==> config.mk <==
export PLATFORM = sky130hd
export DESIGN_NAME = button_event_decoder_flat
export DESIGN_NICKNAME = d
export VERILOG_FILES = /design/src/rtl/button_event_decoder_pkg.sv /design/src/rtl/button_event_decoder_if.sv /design/src/rtl/button_event_decoder_interval.sv /design/src/rtl/button_event_decoder.sv /design/src/flat_wrapper.sv
export SDC_FILE = /design/constraint.sdc
export NUM_CORES = 1
export LEC_CHECK = 0
export CELL_PAD_IN_SITES_DETAIL_PLACEMENT = 2
export CELL_PAD_IN_SITES_GLOBAL_PLACEMENT = 2
export CORE_ASPECT_RATIO = 1.25
export CORE_MARGIN = 2
export CORE_UTILIZATION = 35
export DETAILED_ROUTE_END_ITERATION = 10
export PLACE_DENSITY_LB_ADDON = 0.1
export SLEW_MARGIN = 20
export SYNTH_ARGS = -nofsm -noshare
export SYNTH_HDL_FRONTEND = slang
export SYNTH_SLANG_ARGS = --single-unit
==> constraint.sdc <==
create_clock -name i_CLK -period 2 [get_ports i_CLK]
set_input_delay 0.3 -clock i_CLK [delete_from_list [all_inputs] [get_ports i_CLK]]
set_output_delay 0.3 -clock i_CLK [all_outputs]
set_load 0.005 [all_outputs]
==> src/rtl/button_event_decoder_pkg.sv <==
// Shared definitions for the button event decoder: state encoding and
// default timing constants (kept in line with the debouncer timing).
package button_event_decoder_pkg;

  // FSM state encoding; 2'd3 is unused and recovers to ST_IDLE.
  typedef enum logic [1:0] {
    ST_IDLE    = 2'd0,
    ST_PRESSED = 2'd1,
    ST_HELD    = 2'd2
  } state_t;

  // Default timing at 50 MHz: 1 s to long-press, 200 ms between repeats.
  localparam int LONG_CYCLES_DEF   = 50_000_000;
  localparam int REPEAT_CYCLES_DEF = 10_000_000;
  localparam int CNT_W_DEF         = 26;

endpackage : button_event_decoder_pkg

==> src/rtl/button_event_decoder_if.sv <==
// Button line and decoded event outputs, bundled for the decoder port list.
// slave: the decoder itself. master: whoever drives the button level and
// consumes the events.
interface button_event_decoder_if;

  logic i_Data;     // debounced level, 1 = released, 0 = pressed
  logic o_Press;    // one-cycle pulse on press
  logic o_Release;  // one-cycle pulse on release
  logic o_Long;     // one-cycle pulse when long-press is reached
  logic o_Repeat;   // one-cycle pulse per auto-repeat while held
  logic o_Held;     // level, high while in the long-press held state

  modport slave (
    input  i_Data,
    output o_Press,
    output o_Release,
    output o_Long,
    output o_Repeat,
    output o_Held
  );

  modport master (
    output i_Data,
    input  o_Press,
    input  o_Release,
    input  o_Long,
    input  o_Repeat,
    input  o_Held
  );

endinterface : button_event_decoder_if

==> src/rtl/button_event_decoder_interval.sv <==
// Interval counter: clearable, enabled up-counter with an equality compare
// against a terminal value supplied by the caller. The caller clears it on
// every threshold and state change, so it never needs to wrap.
module interval_counter #(
  parameter int CNT_W = 4
) (
  input  logic             i_CLK,
  input  logic             i_RSTn,
  input  logic             clr,
  input  logic             en,
  input  logic [CNT_W-1:0] terminal,
  output logic             at_terminal
);

  logic [CNT_W-1:0] cnt_reg;

  // Count register: clear has priority over enable.
  always_ff @(posedge i_CLK or negedge i_RSTn) begin
    if (!i_RSTn) begin
      cnt_reg <= '0;
    end else if (clr) begin
      cnt_reg <= '0;
    end else if (en) begin
      cnt_reg <= cnt_reg + CNT_W'(1);
    end
  end

  assign at_terminal = (cnt_reg == terminal);

endmodule : interval_counter

==> src/rtl/button_event_decoder.sv <==
// Button event decoder: turns a debounced active-low button level into
// single-cycle press / release / long-press / auto-repeat pulses plus a
// held level. All outputs are registered; at most one pulse per cycle.
module button_event_decoder
  import button_event_decoder_pkg::*;
#(
  parameter int LONG_CYCLES   = LONG_CYCLES_DEF,    // >= 2
  parameter int REPEAT_CYCLES = REPEAT_CYCLES_DEF,  // >= 1
  parameter int CNT_W         = CNT_W_DEF
) (
  input  logic                   i_CLK,
  input  logic                   i_RSTn,
  button_event_decoder_if.slave  bus
);

  // The counter starts at 0 on the cycle after the entering edge, so the
  // threshold edge sees a count of N-1.
  localparam logic [CNT_W-1:0] LONG_TERM   = CNT_W'(LONG_CYCLES - 1);
  localparam logic [CNT_W-1:0] REPEAT_TERM = CNT_W'(REPEAT_CYCLES - 1);

  state_t state_reg, state_next;

  logic press_reg,   press_next;
  logic release_reg, release_next;
  logic long_reg,    long_next;
  logic repeat_reg,  repeat_next;
  logic held_reg,    held_next;

  logic             cnt_clr;
  logic             cnt_en;
  logic [CNT_W-1:0] cnt_terminal;
  logic             cnt_at_terminal;

  interval_counter #(
    .CNT_W (CNT_W)
  ) u_interval (
    .i_CLK       (i_CLK),
    .i_RSTn      (i_RSTn),
    .clr         (cnt_clr),
    .en          (cnt_en),
    .terminal    (cnt_terminal),
    .at_terminal (cnt_at_terminal)
  );

  // State and output registers; reset forces everything quiet immediately.
  always_ff @(posedge i_CLK or negedge i_RSTn) begin
    if (!i_RSTn) begin
      state_reg   <= ST_IDLE;
      press_reg   <= 1'b0;
      release_reg <= 1'b0;
      long_reg    <= 1'b0;
      repeat_reg  <= 1'b0;
      held_reg    <= 1'b0;
    end else begin
      state_reg   <= state_next;
      press_reg   <= press_next;
      release_reg <= release_next;
      long_reg    <= long_next;
      repeat_reg  <= repeat_next;
      held_reg    <= held_next;
    end
  end

  // Next state, next outputs and counter control; release beats thresholds.
  always_comb begin
    state_next   = state_reg;
    press_next   = 1'b0;
    release_next = 1'b0;
    long_next    = 1'b0;
    repeat_next  = 1'b0;
    cnt_clr      = 1'b0;
    cnt_en       = 1'b0;
    cnt_terminal = LONG_TERM;

    case (state_reg)
      ST_IDLE: begin
        cnt_clr = 1'b1;
        if (!bus.i_Data) begin
          state_next = ST_PRESSED;
          press_next = 1'b1;
        end
      end

      ST_PRESSED: begin
        cnt_terminal = LONG_TERM;
        if (bus.i_Data) begin
          state_next   = ST_IDLE;
          release_next = 1'b1;
          cnt_clr      = 1'b1;
        end else if (cnt_at_terminal) begin
          state_next = ST_HELD;
          long_next  = 1'b1;
          cnt_clr    = 1'b1;
        end else begin
          cnt_en = 1'b1;
        end
      end

      ST_HELD: begin
        cnt_terminal = REPEAT_TERM;
        if (bus.i_Data) begin
          state_next   = ST_IDLE;
          release_next = 1'b1;
          cnt_clr      = 1'b1;
        end else if (cnt_at_terminal) begin
          repeat_next = 1'b1;
          cnt_clr     = 1'b1;
        end else begin
          cnt_en = 1'b1;
        end
      end

      default: begin
        state_next = ST_IDLE;
        cnt_clr    = 1'b1;
      end
    endcase

    held_next = (state_next == ST_HELD);
  end

  assign bus.o_Press   = press_reg;
  assign bus.o_Release = release_reg;
  assign bus.o_Long    = long_reg;
  assign bus.o_Repeat  = repeat_reg;
  assign bus.o_Held    = held_reg;

endmodule : button_event_decoder

==> src/flat_wrapper.sv <==
// flat-port wrapper written by rule: the top's interface ports become plain ports
module button_event_decoder_flat import button_event_decoder_pkg::*;
#(
  parameter int LONG_CYCLES   = LONG_CYCLES_DEF,           
  parameter int REPEAT_CYCLES = REPEAT_CYCLES_DEF,         
  parameter int CNT_W         = CNT_W_DEF
)
  (i_CLK, i_RSTn, bus_i_Data, bus_o_Press, bus_o_Release, bus_o_Long, bus_o_Repeat, bus_o_Held);
  button_event_decoder_if bus_i ();
  input  logic i_CLK;
  input  logic i_RSTn;
  input wire logic [$bits(bus_i.i_Data)-1:0] bus_i_Data;
  output wire logic [$bits(bus_i.o_Press)-1:0] bus_o_Press;
  output wire logic [$bits(bus_i.o_Release)-1:0] bus_o_Release;
  output wire logic [$bits(bus_i.o_Long)-1:0] bus_o_Long;
  output wire logic [$bits(bus_i.o_Repeat)-1:0] bus_o_Repeat;
  output wire logic [$bits(bus_i.o_Held)-1:0] bus_o_Held;
  assign bus_i.i_Data = bus_i_Data;
  assign bus_o_Press = bus_i.o_Press;
  assign bus_o_Release = bus_i.o_Release;
  assign bus_o_Long = bus_i.o_Long;
  assign bus_o_Repeat = bus_i.o_Repeat;
  assign bus_o_Held = bus_i.o_Held;
  button_event_decoder #(.LONG_CYCLES(LONG_CYCLES), .REPEAT_CYCLES(REPEAT_CYCLES), .CNT_W(CNT_W)) u_core (.i_CLK(i_CLK), .i_RSTn(i_RSTn), .bus(bus_i));
endmodule
**Word-level counts from Yosys, hierarchy flattened**

Cells that the tools add are included.

- Register bits after elaboration: 33
- Input bits: 3
- Output and inout bits: 5
- Logic and storage cells: 36

- Add/sub/neg operators: 1
- Equality and inequality tests: 4
- Muxes and demuxes: 21
- Reductions and logical operators: 3

Operators with widths:

| kind | number |
|---|---|
| $mux 26 | 3 |
| $add 26x1->26 const B | 1 |
| $eq 26x26->1 | 1 |
| $mux 1 | 13 |
| $mux 2 | 4 |
| $pmux 2 s3 | 1 |
| $eq 2x2->1 const B | 2 |
| $eq 2x1->1 const B | 1 |
| $logic_not 2->1 | 1 |
| $reduce_bool 2->1 | 1 |
| $reduce_or 2->1 | 1 |

**Logic depth before layout (Yosys ltp)**

Gate-level depths: netlist of run 1.

- Word-level depth: 8
- Mapped depth: 7
- Depth with buffers taken out: 6

**Modules after synthesis**

A second synthesis of run 1 with hierarchy kept.

- Cell total of the unflattened synthesis: 209
- Area, all modules: 2023.2 um^2

By module, submodules not included:

| module | times used | cells an instance | area each (um^2) | sequential area each (um^2) |
|---|---|---|---|---|
| interval_counter | 1 | 176 | 1644.1 | 650.6 |
| button_event_decoder | 1 | 33 | 379.1 | 175.2 |

**Least setup slack after synthesis of run 1**

Ideal clock, no wire load.

- Kind: register to register
- Start: register u_core.state_reg[0]
- End: register u_core.u_interval.cnt_reg[2]
- Setup time: 0.136 ns
- Data arrival time: 1.970 ns
- Required time: 1.864 ns
- Path slack: -0.105 ns
- Stages on the path, launching flop included: 8
- Buffers on the path: 1
- Clock period less this slack: 2.105 ns
- Path through: dfrtp_1 > inv_1 > ha_1 > nand4bb_1 > or4_4 > a2111oi_4 > buf_2 > nor3_1

- Cells in the longest elaborated chain, start to end: 7
- Elaborated cells between the ends (all ways): 13
- Classes of those cells: 3 x eq/ne; 8 x mux; 2 x reduce/logical

Ends and longest elaborated chain:

| item | line | text |
|---|---|---|
| start: declaration | button_event_decoder.sv:21 | `state_t state_reg, state_next;` |
| start signal: assignment | button_event_decoder.sv:55 | `state_reg <= state_next;` |
| $eq 2x2->1 | button_event_decoder.sv:75 | `case (state_reg)` |
| $mux 26 | button_event_decoder.sv:75 |  |
| $eq 26x26->1 | button_event_decoder_interval.sv:28 | `assign at_terminal = (cnt_reg == terminal);` |
| $mux 1 | button_event_decoder.sv:90, button_event_decoder.sv:105 |  |
| $mux 1, on equally long branches | button_event_decoder.sv:101, button_event_decoder.sv:86 |  |
| $mux 1 | n/a |  |
| $mux 26 or $reduce_bool 2->1 (tied branches) | n/a |  |
| end signal: assignment | button_event_decoder_interval.sv:24 | `cnt_reg <= cnt_reg + CNT_W'(1);` |
| end: declaration | button_event_decoder_interval.sv:15 | `logic [CNT_W-1:0] cnt_reg;` |

Several ways; a longest one is shown, not always the timed one.
A chain may end at the register's enable or synchronous reset.

**Worst setup path in the final report of run 1**

- Start: register u_core.state_reg[1]
- End: register u_core.u_interval.cnt_reg[4]

Same word-level chain as after synthesis.

==> results by group, run 1 <==
Clock network
  • Clock Tree Buf Depth: 2
  • Cts bufs inserted: 5
  • Clock root buffer: clkbuf_8
  • Clock Latency Late Sink: 280 ps
  • CTS H-Tree Depth: 2
  • Clock sinks: 33
  • Clock-pin slew on the worst setup and hold paths: around 70 ps
  • CTS Hold Buffers Added: 0
  • CTS tree: done

Placed design
  • I/O Buffers: 7
  • Placer Congestion: 0.790
  • Dpl hpwl: 3.87 mm

Pwr
  • Clock Power Share: 0.305
  • Internal cell power: 1170 µW
  • Peak supply drop: 438 µV
  • Net Switching: 520 µW
  • Sequential Power Share: 0.427
  • Leakage: 0.000968 µW
  • Overall power: 1690 µW
  • Pwr dens: 660 nW/µm²
  • Combinational Power Share: 0.268
  • Switching Share: 0.308

Setup path
  • Critical Path AT: approximately 2200 ps
  • CP Class: reg -> reg
  • Critical Path RT: 2170 ps
  • Crit-path max FO: 5
  • Critical Path Sink Type: flip-flop
  • Startpoint types: flip-flop

Final layout
  • Multi-input logic area: around 1100 µm²
  • Final core utilization: 0.507
  • Area growth syn-to-layout: 40.3%
  • Most frequent cells in the layout: 33 x buf_4, 31 x dfrtp_1, 12 x a211oi_2, 9 x xnor2_1
  • Fin nets: between 200 and 250
  • # diodes: 0
  • Most common cell after layout, fill and taps aside: buf_4
  • # fillers: 509
  • Max reg flops: 26
  • Flip-flop and latch area: 828 µm²
  • Share of cells above drive strength 1: 0.410

Global routing
  • Largest net degree at the start of global routing: 34
  • Vias in the first global route: 1872
  • Initial antenna violation count: 0
  • Overall Global Routing Usage: 0.227
  • First-pass GRT wire length: 9.89 mm
  • GRT Residual Overflow: 0

Logic synthesis
  • Ys flop type: dfrtp_1
  • Avg Cell Area, Syn: 10.4 µm²
  • Sequential area share after synthesis: 0.453
  • Mapped Nets: between 150 and 200
  • Post-synth ARST share: 1.00
  • Flops & latches, synth: 33
  • Post-Synthesis Cells: between 150 and 200
  • Yosys Warn Count: 0
  • Post-synth EDFFs: 0
  • Mapped Area: between 1500 and 2000 µm²
  • Synth cell types: 44

Job
  • Max-Cap Viols: 0

STA
  • Fin. Hold Viols: 0
  • Setup ws final: -75.2 ps
  • Rel. slew slack: 0.679
  • Final setup violation count: 31
  • Post-route minimum period: 2080 ps
  • Slew @ Worst Pin: 478 ps
  • Skew final: 6.11 ps
  • Unrepaired setup endpoints after global routing: yes
  • Final max-slew violation count: 0
  • Fmax: 482 MHz
  • Final period utilization: 1.04

Route
  • Routed vias: 1606
  • Remaining antenna violation count: 0
  • Avg WL per Cell: 21.0 µm
  • Routed WL: 5.95 mm
  • Initial DRC count: 84
  • Met3 routed WL: 101 µm
  • Vias/cell: 5.65
  • Drt pass-1 iters: 4
  • M1 WL: 2.49 mm
  • Max Used Layer: met4
  • DRC: 0
  • Met2 WL: 3.31 mm

Outcome
  • Violated checks: setup timing
  • Status: complete, but fails checks

Die
  • Initial Util: 0.361
  • Die ar.: 5800 µm²
  • Core Region: 5040 µm²
  • FP Rows: 29
  • Die Y: 84.7 µm
  • Die X: 68.5 µm
  • IO Count: 8

Worst hold path
  • Min-Delay Path Class: in -> async
==> what timing repair did <==
action | 4_1_cts | 5_1_grt
buffers inserted | 8 | 0
pin swaps | 15 | 15
gates cloned | 1 | 0
gates resized for setup | 34 | 13
setup endpoints to repair | 31 | 31
==> power groups by stage <==
stage	Clock (µW)	Combinational [µW]	Sequential, µW
2_1_floorplan	0	166	738
3_3_place_gp	0	311	730
5_1_grt	563	493	724
3_5_place_dp	0	332	736
4_1_cts	529	432	719
6_report	516	452	720
==> worst paths after layout <==
| path | cells past startpoint | end | startpoint | slack (ps) |
|---|---|---|---|---|
| hold reg to reg | 2 | u_core.u_interval.cnt_reg[23]$_DFFE_PN0P_ | u_core.u_interval.cnt_reg[23]$_DFFE_PN0P_ | 610 |
| max in group asynchronous | 2 | u_core.u_interval.cnt_reg[3]$_DFFE_PN0P_ | i_RSTn | 1230 |
| hold / removal | 2 | u_core.u_interval.cnt_reg[16]$_DFFE_PN0P_ | i_RSTn | 420 |
| setup / recovery | 7 | u_core.u_interval.cnt_reg[4]$_DFFE_PN0P_ | u_core.state_reg[1]$_DFF_PN0_ | -80 |
| min in group i_CLK | 2 | u_core.u_interval.cnt_reg[23]$_DFFE_PN0P_ | u_core.u_interval.cnt_reg[23]$_DFFE_PN0P_ | 610 |
| setup reg to reg | 7 | u_core.u_interval.cnt_reg[4]$_DFFE_PN0P_ | u_core.state_reg[1]$_DFF_PN0_ | -80 |
==> routing by layer <==
| metal | global-route usage | up-vias |
|---|---|---|
| met2 | 0.416 | 14 |
| li1 | - | 755 |
| met3 | 0.0362 | 6 |
| met1 | 0.274 | 831 |
| met5 | 0 | - |
| met4 | 0.0382 | 0 |
==> cell families after synthesis <==
| group | share of synthesized area |
|---|---|
| AND/OR/NAND/NOR | 0.273 |
| XOR/XNOR | 0.0577 |
| AO/OA/AOI/OAI | 0.143 |
| buffers and inverters | 0.0391 |
| adder cells (fa/ha/maj) | 0.0343 |
| flip-flops | 0.453 |
==> Yosys cell counts (all sizes together), types with 3 or more instances <==
library cell	instances	area share
a211oi	13	0.062
ha	5	0.034
or4	7	0.035
xor2	3	0.014
nand4	7	0.027
nor3	15	0.041
o21ai	8	0.022
or3	8	0.027
nor4	5	0.017
nand3	9	0.027
dfrtp	33	0.45
nor2	3	0.0062
clkbuf	3	0.0069
buf	5	0.018
o31ai	4	0.016
nand2	8	0.016
xnor2	9	0.043
inv	7	0.014
==> stage by stage <==
step / hold slack, ps / setup slack [ps] / area [µm²] / TNS (ps) / cells
4_1_cts: 444 / -50.8 / 2490 / -357 / 284
3_5_place_dp: 531 / -111 / 2170 / -2730 / 268
5_1_grt: 467 / -163 / 2560 / -4240 / 284
2_1_floorplan: 4.41 / -6.53 / 1830 / -11.7 / 176
3_3_place_gp: 496 / -67.4 / 2170 / -1540 / 268
6_report: 423 / -75.2 / 2560 / -1600 / 284
==> critical path, cell delays in order (launching register included) <==
cell and delay [ps]:
dfrtp_1 420, ha_4 180, nand4bb_1 160, or4_4 440, a2111oi_4 340, buf_4 220
buf_6 140, nor3_2 50
==> cell type report <==
type / count / area share
well taps: 62 / 0.0303
inverters: 7 / 0.0103
flip-flops and latches: 33 / 0.324
clock buffers: 7 / 0.0338
repair buffers: 47 / 0.167
multi-input cells: 128 / 0.435
(Power assumes the default switching activity.)
==> inputs of run 2 (changes only) <==
- CORE_MARGIN: 2 -> 10
==> run 2 against run 1 <==
The flow still finishes with violations (setup timing). Count of clock-buffer cells in the layout unchanged. Clock skew decreased by 3.1 ps. Clock power grew 27%. Power grew 7.4%. Critical endpoint is now u_core.u_interval.cnt_reg[7]$_DFFE_PN0P_. Largest power group unchanged. First-iteration DRC count down 11%. Fmax fell by 2.5%. Combinational power fell by 4%.
==> results by group, run 2 (synthesized netlist as in run 1, its figures left out) <==
STA
  • Slew @ Worst Pin: 424 ps (-53.8 ps)
  • Rel. slew slack: 0.710 (+0.0315)
  • Final setup violation count: 31 (unchanged)
  • Setup ws final: -128 ps (-52.8 ps)
  • Unrepaired setup endpoints after global routing: yes
  • Skew final: 3.05 ps (-3.05 ps)
  • Fmax: 470 MHz (-2.5%)
  • Final max-slew violation count: 0 (unchanged)
  • Post-route minimum period: 2130 ps (+52.8 ps)
  • Fin. Hold Viols: 0 (unchanged)
  • Final period utilization: 1.06 (+0.0264)

Setup path
  • R2R Path End: u_core.u_interval.cnt_reg[7]$_DFFE_PN0P_
  • Critical Path Sink Type: flip-flop
  • Critical Path RT: 2150 ps (-20 ps)
  • CP Cell Sequence: ha_4, nand4bb_1, or4_4, a2111oi_4, buf_4, buf_8, nor3_1
  • Buf/Inv on CP: 2 (unchanged)
  • Worst R2R Setup Slack: -130 ps (-50 ps)
  • Register-to-Register Path Depth: 7 (unchanged)
  • CP Class: reg -> reg
  • Critical Path AT: 2280 ps (+40 ps)
  • Critical Path Stages: 7 (unchanged)
  • Slowest CP cell: or4_4
  • Crit-path max FO: 7 (+2)
  • Family with the most delay on the worst path: simple AND/OR/NAND/NOR gates
  • Reg-to-Reg Start: u_core.state_reg[1]$_DFF_PN0_
  • Setup crit start: u_core.state_reg[1]$_DFF_PN0_
  • Startpoint types: flip-flop
  • Last element of the critical path: u_core.u_interval.cnt_reg[7]$_DFFE_PN0P_
  • Largest stage delay, worst path: 450 ps (about the same)

Die
  • Core Region: 5080 µm² (+0.72%)
  • Initial Util: 0.359 (-0.00258)
  • FP Rows: 29 (unchanged)
  • Die X: 84.5 µm (+23%)
  • IO Count: 8 (unchanged)
  • Die Y: 101 µm (+19%)
  • Die ar.: 8510 µm² (+47%)

Final layout
  • Fin area: 2540 µm² (-0.73%)
  • Share of cells above drive strength 1: 0.375 (-0.0349)
  • Final core utilization: 0.500 (-0.00732)
  • Area growth syn-to-layout: 39.3%
  • Fin nets: 231 (+0.43%)
  • Most common cell after layout, fill and taps aside: buf_4
  • Max reg flops: 26 (unchanged)
  • # diodes: 0 (unchanged)
  • Most frequent cells in the layout: 34 x buf_4, 33 x dfrtp_1, 9 x xnor2_1

Job
  • Max-Cap Viols: 0 (unchanged)

Placed design
  • I/O Buffers: 7 (unchanged)
  • Area after DPL: 2150 µm² (-0.92%)
  • Placer Congestion: 0.806 (+2.1%)
  • Dpl hpwl: 3.99 mm (+3.2%)

Route
  • Vias/cell: 5.72 (+1.2%)
  • Initial DRC count: 75 (-11%)
  • Drt pass-1 iters: 4 (unchanged)
  • DRC: 0 (unchanged)
  • Routed WL: 6.25 mm (+5.0%)
  • Remaining antenna violation count: 0 (unchanged)
  • Avg WL per Cell: 21.9 µm (+4.3%)
  • Routed vias: 1636 (+1.9%)

Global routing
  • Overall Global Routing Usage: 0.148 (-0.0799)
  • Largest net degree at the start of global routing: 34 (unchanged)
  • Initial antenna violation count: 0 (unchanged)
  • First-pass GRT wire length: 10.1 mm (+2.3%)
  • Vias in the first global route: 1897 (+1.3%)
  • GRT Residual Overflow: 0 (unchanged)

Worst hold path
  • Min-Delay Path Class: in -> async

Pwr
  • Pwr dens: 714 nW/µm² (+8.2%)
  • Peak supply drop: 494 µV (+13%)
  • Leakage: 0.000972 µW (+0.37%)

Clock network
  • Clock root buffer: clkbuf_8
  • Clock-pin slew on the worst setup and hold paths: 70 ps (about the same)
  • Clock sinks: 33 (unchanged)
  • CTS H-Tree Depth: 2 (unchanged)
  • Cts bufs inserted: 5 (unchanged)
  • CTS tree: done
  • Clock Tree Buf Depth: 2 (unchanged)
  • Clock Latency Late Sink: 280 ps (about the same)
  • CTS Hold Buffers Added: 0 (unchanged)

Outcome
  • Status: complete, but fails checks
  • Violated checks: setup timing
## run 2: cell count changes in the layout (fill, tap and decap cells not counted), sizes merged
| cell | delta |
|---|---|
| bufinv | +1 |
| or4 | +1 |
## run 2: final cells by class
cell class                 instances  area, µm²
timing repair buffer              47        409
sequential                        33        826
clock buffer                       7       86.3
clock inverter                     1       30.0
inverter                           7       26.3
fill                             522       2540
tap                               62       77.6
multi-input combinational        129       1080
## run 2: per-layer routing
| layer | track usage | part of all wire | up-vias |
|---|---|---|---|
| li1 | - | - | 771 |
| met1 | 0.163 | 0.41 | 843 |
| met2 | 0.277 | 0.56 | 18 |
| met3 | 0.0299 | 0.022 | 4 |
| met4 | 0.0381 | 0.0067 | 0 |
| met5 | 0 | 0 | - |
## run 2: what timing repair did
item | 4_1_cts | 5_1_grt
endpoints found under the setup margin | 27 | 31
setup buffers | 7 | 2
pin swaps | 4 | 11
gates resized for setup | 22 | 17
cloned | 2 | 0
## run 2: worst min path at each step
stage	startpoint	end	slack (ps)	cells after the start
finish	i_RSTn	u_core.u_interval.cnt_reg[25]$_DFFE_PN0P_	430	2
global route	i_RSTn	u_core.bus.o_Press$_DFF_PN0_	470	2
CTS	i_RSTn	u_core.u_interval.cnt_reg[25]$_DFFE_PN0P_	440	2
detailed placement	u_core.u_interval.cnt_reg[0]$_DFFE_PN0P_	u_core.u_interval.cnt_reg[0]$_DFFE_PN0P_	530	1
global placement	u_core.u_interval.cnt_reg[0]$_DFFE_PN0P_	u_core.u_interval.cnt_reg[0]$_DFFE_PN0P_	510	1
floorplan	i_RSTn	u_core.bus.o_Held$_DFF_PN0_	4	0
## run 2: through the flow
| step | setup WS (ps) | instances | hold WS [ps] | total power (µW) | setup TNS [ps] |
|---|---|---|---|---|---|
| 5_1_grt | -209 | 286 | 469 | 1900 | -5450 |
| 3_5_place_dp | -99.3 | 267 | 531 | 1050 | -1060 |
| 2_1_floorplan | -6.53 | 176 | 4.41 | 904 | -11.7 |
| 3_3_place_gp | -4.90 | 267 | 513 | 1020 | -4.90 |
| 4_1_cts | -49.9 | 284 | 441 | 1770 | -293 |
| 6_report | -128 | 286 | 427 | 1810 | -3200 |
## run 2: worst reg2reg max path, stage by stage (launching register included)
cell and delay, ps:
dfrtp_1 420, ha_4 180, nand4bb_1 190, or4_4 450, a2111oi_4 350, buf_4 200, buf_8 140, nor3_1 70
## run 2: power by group
group / switching (µW) / total (µW) / internal (µW)
logic: 241 / 435 / 194
registers: 22.3 / 722 / 700
clock network: 250 / 656 / 406
total: 513 / 1810 / 1300
